File: config.mk
export PLATFORM = sky130hd
export DESIGN_NAME = fu_alu_issue_arbiter
export DESIGN_NICKNAME = d
export VERILOG_FILES = /design/src/rtl/fu_alu_issue_arbiter.sv
export SDC_FILE = /design/constraint.sdc
export NUM_CORES = 1
export LEC_CHECK = 0
export CELL_PAD_IN_SITES_DETAIL_PLACEMENT = 0
export CELL_PAD_IN_SITES_GLOBAL_PLACEMENT = 1
export CORE_MARGIN = 3
export CORE_UTILIZATION = 30
export DETAILED_ROUTE_END_ITERATION = 10
export GPL_TIMING_DRIVEN = 0
export PLACE_DENSITY_LB_ADDON = 0.1
export SYNTH_ARGS = -nofsm -noshare
export SYNTH_HDL_FRONTEND = slang
export SYNTH_SLANG_ARGS = --single-unit
File: constraint.sdc
create_clock -name clk -period 4.66 [get_ports clk]
set_input_delay 1.398 -clock clk [delete_from_list [all_inputs] [get_ports clk]]
set_output_delay 1.398 -clock clk [all_outputs]
set_load 0.02 [all_outputs]
File: src/rtl/fu_alu_issue_arbiter.sv
// Round-robin issue arbiter that shares one pipelined ALU between NREQ requesters.
// Results are tracked by tag through a fixed-latency shadow pipe into a credit-guarded CDB FIFO.
module fu_alu_issue_arbiter #(
    parameter int NREQ   = 4,
    parameter int TAGW   = 4,
    parameter int LAT    = 2,
    parameter int RDEPTH = 4
) (
    input  logic                   clk,
    input  logic                   rst,
    input  logic [NREQ-1:0]        req_valid,
    input  logic [4*NREQ-1:0]      req_ctrl,
    input  logic [32*NREQ-1:0]     req_a,
    input  logic [32*NREQ-1:0]     req_b,
    input  logic [TAGW*NREQ-1:0]   req_tag,
    output logic [NREQ-1:0]        req_grant,
    output logic                   alu_en,
    output logic [3:0]             alu_ctrl,
    output logic [31:0]            alu_a,
    output logic [31:0]            alu_b,
    input  logic [31:0]            alu_res,
    input  logic                   alu_overflow,
    output logic                   cdb_valid,
    output logic [TAGW-1:0]        cdb_tag,
    output logic [31:0]            cdb_data,
    output logic                   cdb_overflow,
    input  logic                   cdb_ready,
    output logic                   busy
);

    localparam int PW = (NREQ > 1) ? $clog2(NREQ) : 1;
    localparam int AW = (RDEPTH > 1) ? $clog2(RDEPTH) : 1;
    localparam int OW = $clog2(RDEPTH + LAT + 2) + 1;

    logic [PW-1:0]   rr_ptr_q, rr_ptr_d;
    logic            alu_en_q, alu_en_d;
    logic [3:0]      alu_ctrl_q, alu_ctrl_d;
    logic [31:0]     alu_a_q, alu_a_d;
    logic [31:0]     alu_b_q, alu_b_d;
    logic [TAGW-1:0] alu_tag_q, alu_tag_d;

    logic [LAT-1:0]  sh_valid_q, sh_valid_d;
    logic [TAGW-1:0] sh_tag_q [LAT];
    logic [TAGW-1:0] sh_tag_d [LAT];

    logic [TAGW-1:0] fifo_tag_q  [RDEPTH];
    logic [TAGW-1:0] fifo_tag_d  [RDEPTH];
    logic [31:0]     fifo_data_q [RDEPTH];
    logic [31:0]     fifo_data_d [RDEPTH];
    logic [RDEPTH-1:0] fifo_ovf_q, fifo_ovf_d;
    logic [AW-1:0]   rd_ptr_q, rd_ptr_d;
    logic [AW-1:0]   wr_ptr_q, wr_ptr_d;
    logic [AW:0]     count_q, count_d;

    logic [OW-1:0]   outstanding;
    logic            issue_ok;
    logic            grant_found;
    logic [PW-1:0]   grant_idx;
    logic [PW-1:0]   cand_idx;
    logic            push;
    logic            pop;

    // Credit check counts the issue register too, so a full FIFO can never be overrun.
    always_comb begin
        outstanding = OW'(count_q) + OW'(alu_en_q);
        for (int k = 0; k < LAT; k++) begin
            outstanding = outstanding + OW'(sh_valid_q[k]);
        end
        issue_ok    = !rst && (outstanding < OW'(RDEPTH));
        grant_found = 1'b0;
        grant_idx   = rr_ptr_q;
        cand_idx    = '0;
        for (int k = 0; k < NREQ; k++) begin
            cand_idx = PW'((int'(rr_ptr_q) + k) % NREQ);
            if (issue_ok && !grant_found && req_valid[cand_idx]) begin
                grant_found = 1'b1;
                grant_idx   = cand_idx;
            end
        end
        req_grant = '0;
        if (grant_found) begin
            req_grant[grant_idx] = 1'b1;
        end
    end

    always_comb begin
        alu_en_d   = grant_found;
        alu_ctrl_d = alu_ctrl_q;
        alu_a_d    = alu_a_q;
        alu_b_d    = alu_b_q;
        alu_tag_d  = alu_tag_q;
        rr_ptr_d   = rr_ptr_q;
        if (grant_found) begin
            for (int k = 0; k < NREQ; k++) begin
                if (PW'(k) == grant_idx) begin
                    alu_ctrl_d = req_ctrl[4*k +: 4];
                    alu_a_d    = req_a[32*k +: 32];
                    alu_b_d    = req_b[32*k +: 32];
                    alu_tag_d  = req_tag[TAGW*k +: TAGW];
                end
            end
            rr_ptr_d = (grant_idx == PW'(NREQ - 1)) ? '0 : grant_idx + PW'(1);
        end
    end

    // The last shadow stage lines up with the cycle alu_res is valid.
    always_comb begin
        sh_valid_d    = '0;
        sh_valid_d[0] = alu_en_q;
        sh_tag_d[0]   = alu_tag_q;
        for (int k = 1; k < LAT; k++) begin
            sh_valid_d[k] = sh_valid_q[k-1];
            sh_tag_d[k]   = sh_tag_q[k-1];
        end
    end

    always_comb begin
        push        = sh_valid_q[LAT-1];
        pop         = (count_q != '0) && cdb_ready;
        fifo_tag_d  = fifo_tag_q;
        fifo_data_d = fifo_data_q;
        fifo_ovf_d  = fifo_ovf_q;
        wr_ptr_d    = wr_ptr_q;
        rd_ptr_d    = rd_ptr_q;
        count_d     = count_q;
        if (push) begin
            fifo_tag_d[wr_ptr_q]  = sh_tag_q[LAT-1];
            fifo_data_d[wr_ptr_q] = alu_res;
            fifo_ovf_d[wr_ptr_q]  = alu_overflow;
            wr_ptr_d              = wr_ptr_q + AW'(1);
        end
        if (pop) begin
            rd_ptr_d = rd_ptr_q + AW'(1);
        end
        if (push && !pop) begin
            count_d = count_q + (AW+1)'(1);
        end else if (pop && !push) begin
            count_d = count_q - (AW+1)'(1);
        end
    end

    always_ff @(posedge clk) begin
        if (rst) begin
            rr_ptr_q    <= '0;
            alu_en_q    <= 1'b0;
            alu_ctrl_q  <= '0;
            alu_a_q     <= '0;
            alu_b_q     <= '0;
            alu_tag_q   <= '0;
            sh_valid_q  <= '0;
            sh_tag_q    <= '{default: '0};
            fifo_tag_q  <= '{default: '0};
            fifo_data_q <= '{default: '0};
            fifo_ovf_q  <= '0;
            rd_ptr_q    <= '0;
            wr_ptr_q    <= '0;
            count_q     <= '0;
        end else begin
            rr_ptr_q    <= rr_ptr_d;
            alu_en_q    <= alu_en_d;
            alu_ctrl_q  <= alu_ctrl_d;
            alu_a_q     <= alu_a_d;
            alu_b_q     <= alu_b_d;
            alu_tag_q   <= alu_tag_d;
            sh_valid_q  <= sh_valid_d;
            sh_tag_q    <= sh_tag_d;
            fifo_tag_q  <= fifo_tag_d;
            fifo_data_q <= fifo_data_d;
            fifo_ovf_q  <= fifo_ovf_d;
            rd_ptr_q    <= rd_ptr_d;
            wr_ptr_q    <= wr_ptr_d;
            count_q     <= count_d;
        end
    end

    assign alu_en       = alu_en_q;
    assign alu_ctrl     = alu_ctrl_q;
    assign alu_a        = alu_a_q;
    assign alu_b        = alu_b_q;
    assign cdb_valid    = (count_q != '0);
    assign cdb_tag      = fifo_tag_q[rd_ptr_q];
    assign cdb_data     = fifo_data_q[rd_ptr_q];
    assign cdb_overflow = fifo_ovf_q[rd_ptr_q];
    assign busy         = (|sh_valid_q) | cdb_valid | alu_en_q;

endmodule

# == Word-level counts from Yosys, hierarchy flattened ==
# Cells that the tools add are included.
# classes
magnitude_cmp,13
div,0
n_reduce_logical,26
multipliers,0
n_addsub,11
n_eq_ne,4
n_bitwise,4
n_mux,54
shift,0
# ops
operator,n
$mux 32,11
$bwmux 128,1
$bmux 32 s2,1
$demux 32 s2,1
$mux 4,12
$lt 2x3->1 const B,7
$bwmux 16,1
$logic_and 1x1->1,14
$mux 1,11
$bmux 1 s2,5
$add 2x1->2 const B,4
$add 4x1->4,2
$bmux 4 s2,1
$demux 4 s2,1
$mux 2,4
$ge 3x3->1 const B,2
$logic_not 1->1,6
$mux 3,2
$not 2->3,2
$add 2x2->2 const B,2
$add 3x1->4,1
$bwmux 4,1
$demux 1 s2,2
$eq 2x2->1 const A,2
other kinds (14),16
# word_totals
latchBits,0
romBits,0
mem_bits_rw,0
n_memories,0
register_bits,240

# == Longest topological paths before layout ==
# depth
word_depth,24
depth_mapped,16
mapped_depth_nobuf,13

# == Worst setup path after synthesis ==
# Ideal clock, no wire load.
# synth_timing
path_kind,input to output
startpoint,input req_valid[3]
endpoint,output req_grant[3]
t_required_ns,3.262
arrival_ns,3.582
path_buffers,4
setup_slack_ns,-0.320
stages,10
cell_sequence,buf_6 > nand2b_1 > mux4_2 > a21oi_1 > o22a_1 > ha_1 > buf_2 > buf_2 > buf_2 > and2_1
# synth_via
elab_chain_cells,21
elab_cells_between_ends,31
classes_between,2 x order compare; 18 x mux; 11 x reduce/logical
# synth_lines
element,line,text
start: declaration,11,"input logic [NREQ-1:0] req_valid,"
$bmux 1 s2,75,if (issue_ok && !grant_found && req_valid[cand_idx]) begin
$mux 1 (implied by the code),75,
$logic_and 1x1->1,75,
$mux 1,75,
$logic_not 1->1,75,
$logic_and 1x1->1 (2 in a row),75,
$mux 1,75,
$logic_not 1->1,75,
[... 3 more ...],--,
$logic_not 1->1,75,
$logic_and 1x1->1 (2 in a row),75,
$mux 2,75,
$lt 2x3->1 (implied by the code) or $ge 2x1->1 (tied branches),82,req_grant[grant_idx] = 1'b1;
$logic_and 1x1->1 (implied by the code),82,
$mux 1 (implied by the code),82,
$demux 1 s2,82,
$mux 4 (*),81,if (grant_found) begin
end: declaration,16,"output logic [NREQ-1:0] req_grant,"
# Every way passes the cells marked *; elsewhere a longest branch is shown, timed or not. The select of a mux whose other input is x is not followed.

# == Worst setup path after layout ==
# layout_timing
startpoint,input req_valid[0]
endpoint,output req_grant[3]
# Same word-level chain as after synthesis.

==> reports/qor.csv <==
metric,value,unit
die width,206,µm
largest family of logic cells by synthesized area,multiplexers,
hold_sp,sh_tag_d[2],
TritonRoute pass-1 iters,5,
IO buf count,438,
slew of the pin with the lowest slew margin,0.853,ns
CP Launch Type,primary input,
CTS Buf Count,27,
RR Endpoint,alu_tag_q[2],
gr ovfl total,0,
worst hold path class,flip-flop to flip-flop,
clk root buf,clkbuf_16,
Crit Path Max Fanout,7,
first-pass GRT wire length,73300,µm
Max Fclk,217,MHz
area grow syn2layout,50.6,%
PD cells,463,nW/µm²
ys async rst share,0,%
Initial Utilization,30.7,%
CP Capture Type,primary output,
# hold bufs at CTS,0,
max_cap viols,0,
Synth Area in Adders,1.38,%
final count of hold timing violations,0,
final layout net count,2173,
Synth Register Bits,240,
Ports,440,
worst reg2reg setup slack,0.76,ns
overall power,8.37,mW
vias in the first global route,11600,
synthesized area per cell,8.83,µm²
worst-case clock buffer depth,3,
Die Height,206,µm
"EDFF count, synth",0,
Slew headroom,43.1,%
die area,42500,µm²
critical path required time,3.26,ns
clock tree sinks,240,
share of layout cells above drive strength 1,12.0,%
xor/xnor share of the synthesized area,0.365,%
Peak VDD IR,0.000217,V
Final Slew Violations,0,
vias per cell,4.80,
DPL Wire Length,38900,µm
worst hold path endpoint,sh_tag_q[2],
DRC Markers,0,
total core area,39100,µm²
CTS H-tree lvls,1,
placed inst area,17100,µm²
endpoints failing setup,0,
"Reg clk slew, reported paths",0.05,ns
mapped cell area,12000,µm²
worst r2r path cells,16,
clk_skew,0.0130,ns
RSZ-0062 raised after global routing,true,
Synth Warn #,0,
Synth cell types,40,
status,"finished, final reports clean",
1st-iter DRT viols,507,
Reg-to-Reg Start,count_q[0],
Setup Crit Path Kind,primary input to primary output,
Rows,72,
DR vias,11400,
Syn Nets,1700,
Post-Synthesis Cells,1360,
largest net degree at the start of global routing,19,
CTS tree,done,
WHS Path Cells,1,
Sum Neg Setup Slack,0,ns
"Seq/Total Area, Yosys",40.0,%
RD Place Congestion,0.857,
leak pwr,6.15,nW
post-route minimum period,4.61,ns
gr usage total,22.9,%
ANT nets after route,0,
final worst-path cycle share,99.0,%
simple-gate area share of the yosys netlist,16.2,%
post-synthesis mux area share,20.0,%
Routed WL,50300,µm
Post-synth top flop,dfxtp_1,
initial antenna violation count,7,
critical path arrival,3.22,ns
worst skew pair latency,0.55,ns
Routed WL per cell,21.2,µm
compound-cell area share of the yosys netlist,16.9,%
fin area,18100,µm²
[worst max path at each step]
stage | cells past startpoint | end | slack [ns] | from
after floorplan | 10 | req_grant[3] | -0.02 | req_valid[3]
after global placement | 10 | req_grant[2] | -1.93 | req_valid[1]
after detailed placement | 10 | req_grant[2] | -1.98 | req_valid[1]
after CTS | 10 | req_grant[3] | 0.0009 | req_valid[0]
after global routing | 9 | req_grant[3] | -0.02 | req_valid[0]
final | 9 | req_grant[3] | 0.05 | req_valid[0]
[sequential cells by signal (all words and copies together) (netlist names)]
name and cells:
sh_tag_d 4, alu_a 32, count_q 3, sh_tag_q 4, fifo_ovf_q 4, fifo_tag_q 16
alu_tag_q 4, wr_ptr_q 2, sh_valid_q 2, alu_ctrl 4, fifo_data_q 128, rr_ptr_q 2
alu_b 32, alu_en 1, rd_ptr_q 2
[placed cells by master, fill, tap and decap left out, types with 18 or more instances in the layout]
cell type	count
o21ai_0	74
mux4_2	38
mux2i_1	145
buf_1	22
buf_2	18
a21oi_1	149
clkbuf_16	28
nor2_1	80
nand2_1	375
a211oi_2	68
clkbuf_1	60
dfxtp_1	239
clkdlybuf4s50_1	430
[stage by stage]
stage / utilization, % / worst slack [ns] / instances / hold WS (ns)
6_report: 46.2 / 0.0454 / 2374 / 0.435
5_1_grt: 46.2 / -0.0171 / 2373 / 0.459
4_1_cts: 46.2 / 0.000938 / 2373 / 0.444
3_5_place_dp: 43.6 / -1.98 / 2316 / 0.431
3_3_place_gp: 43.6 / -1.93 / 2316 / 0.426
2_1_floorplan: - / -0.0215 / 1360 / 0.414
[per-layer routing]
layer / global-route usage (%) / vias to the layer above / wire length [µm]
li1: - / 5632 / -
met1: 27.6 / 5390 / 20500
met2: 40.8 / 318 / 25200
met3: 6.14 / 58 / 3500
met4: 5.43 / 8 / 1110
met5: 0 / - / 56
[power breakdown]
part	switching (mW)	leakage (nW)	internal [mW]	total (mW)
logic	2.13	3.77	1.74	3.87
registers	0.147	1.96	2.30	2.45
clock network	0.877	0.423	1.18	2.06
total	3.15	6.15	5.22	8.37
[cell usage after synthesis (2+ instances only)]
library cell,number,area (µm²)
a211oi_2,68,851
mux2i_1,145,1450
ha_1,10,125
inv_1,8,30.0
mux2_2,8,90.1
nor2_1,80,300
buf_1,22,82.6
buf_2,22,110
dfxtp_1,240,4800
a21oi_1,150,751
o21ai_0,75,375
xor2_1,4,35.0
and2_1,9,56.3
or4_1,2,15.0
nor3_1,2,10.0
buf_4,2,15.0
nor2b_1,9,56.3
nand2b_1,4,25.0
fa_1,2,40.0
clkbuf_1,52,195
mux4_2,38,856
nand2_1,376,1410
buf_8,4,60.1
or3_1,2,12.5
buf_6,11,124
[cells by family after synthesis]
kind of cell               count (synthesis)
buffers and inverters                    121
AOI/OAI and AO/OA                        300
DFF                                      240
and+or+nand+nor                          491
muxes                                    191
adders and majority gates                 12
xor gates and xnor gates                   5
[final cells by class]
type | instances | area (µm²)
Timing Repair Buffer | 448 | 4460
Multi-Input combinational cell | 999 | 6650
Clock inverter | 6 | 45.0
Inverter | 8 | 30.0
Fill cell | 3897 | 21000
Clock buffer | 43 | 806
Antenna cell | 3 | 7.51
Buffer | 109 | 618
Tap cell | 518 | 648
Sequential cell | 240 | 4810
[what timing repair did]
| item | in CTS | in global routing |
|---|---|---|
| pin swaps | 7 | 5 |
| setup endpoints to repair | 6 | 4 |
| setup buffers | 9 | 1 |
| resized for setup | 67 | 8 |
| endpoints found under the hold margin | 0 | 0 |
[critical path, stage by stage]
cell    delay (ns)
buf_8         0.10
or2b_1        0.21
mux4_2        0.51
o31a_1        0.16
o22a_1        0.23
ha_2          0.23
buf_12        0.13
and2_4        0.13
buf_6         0.12
Power figures use the tool's default switching activity.
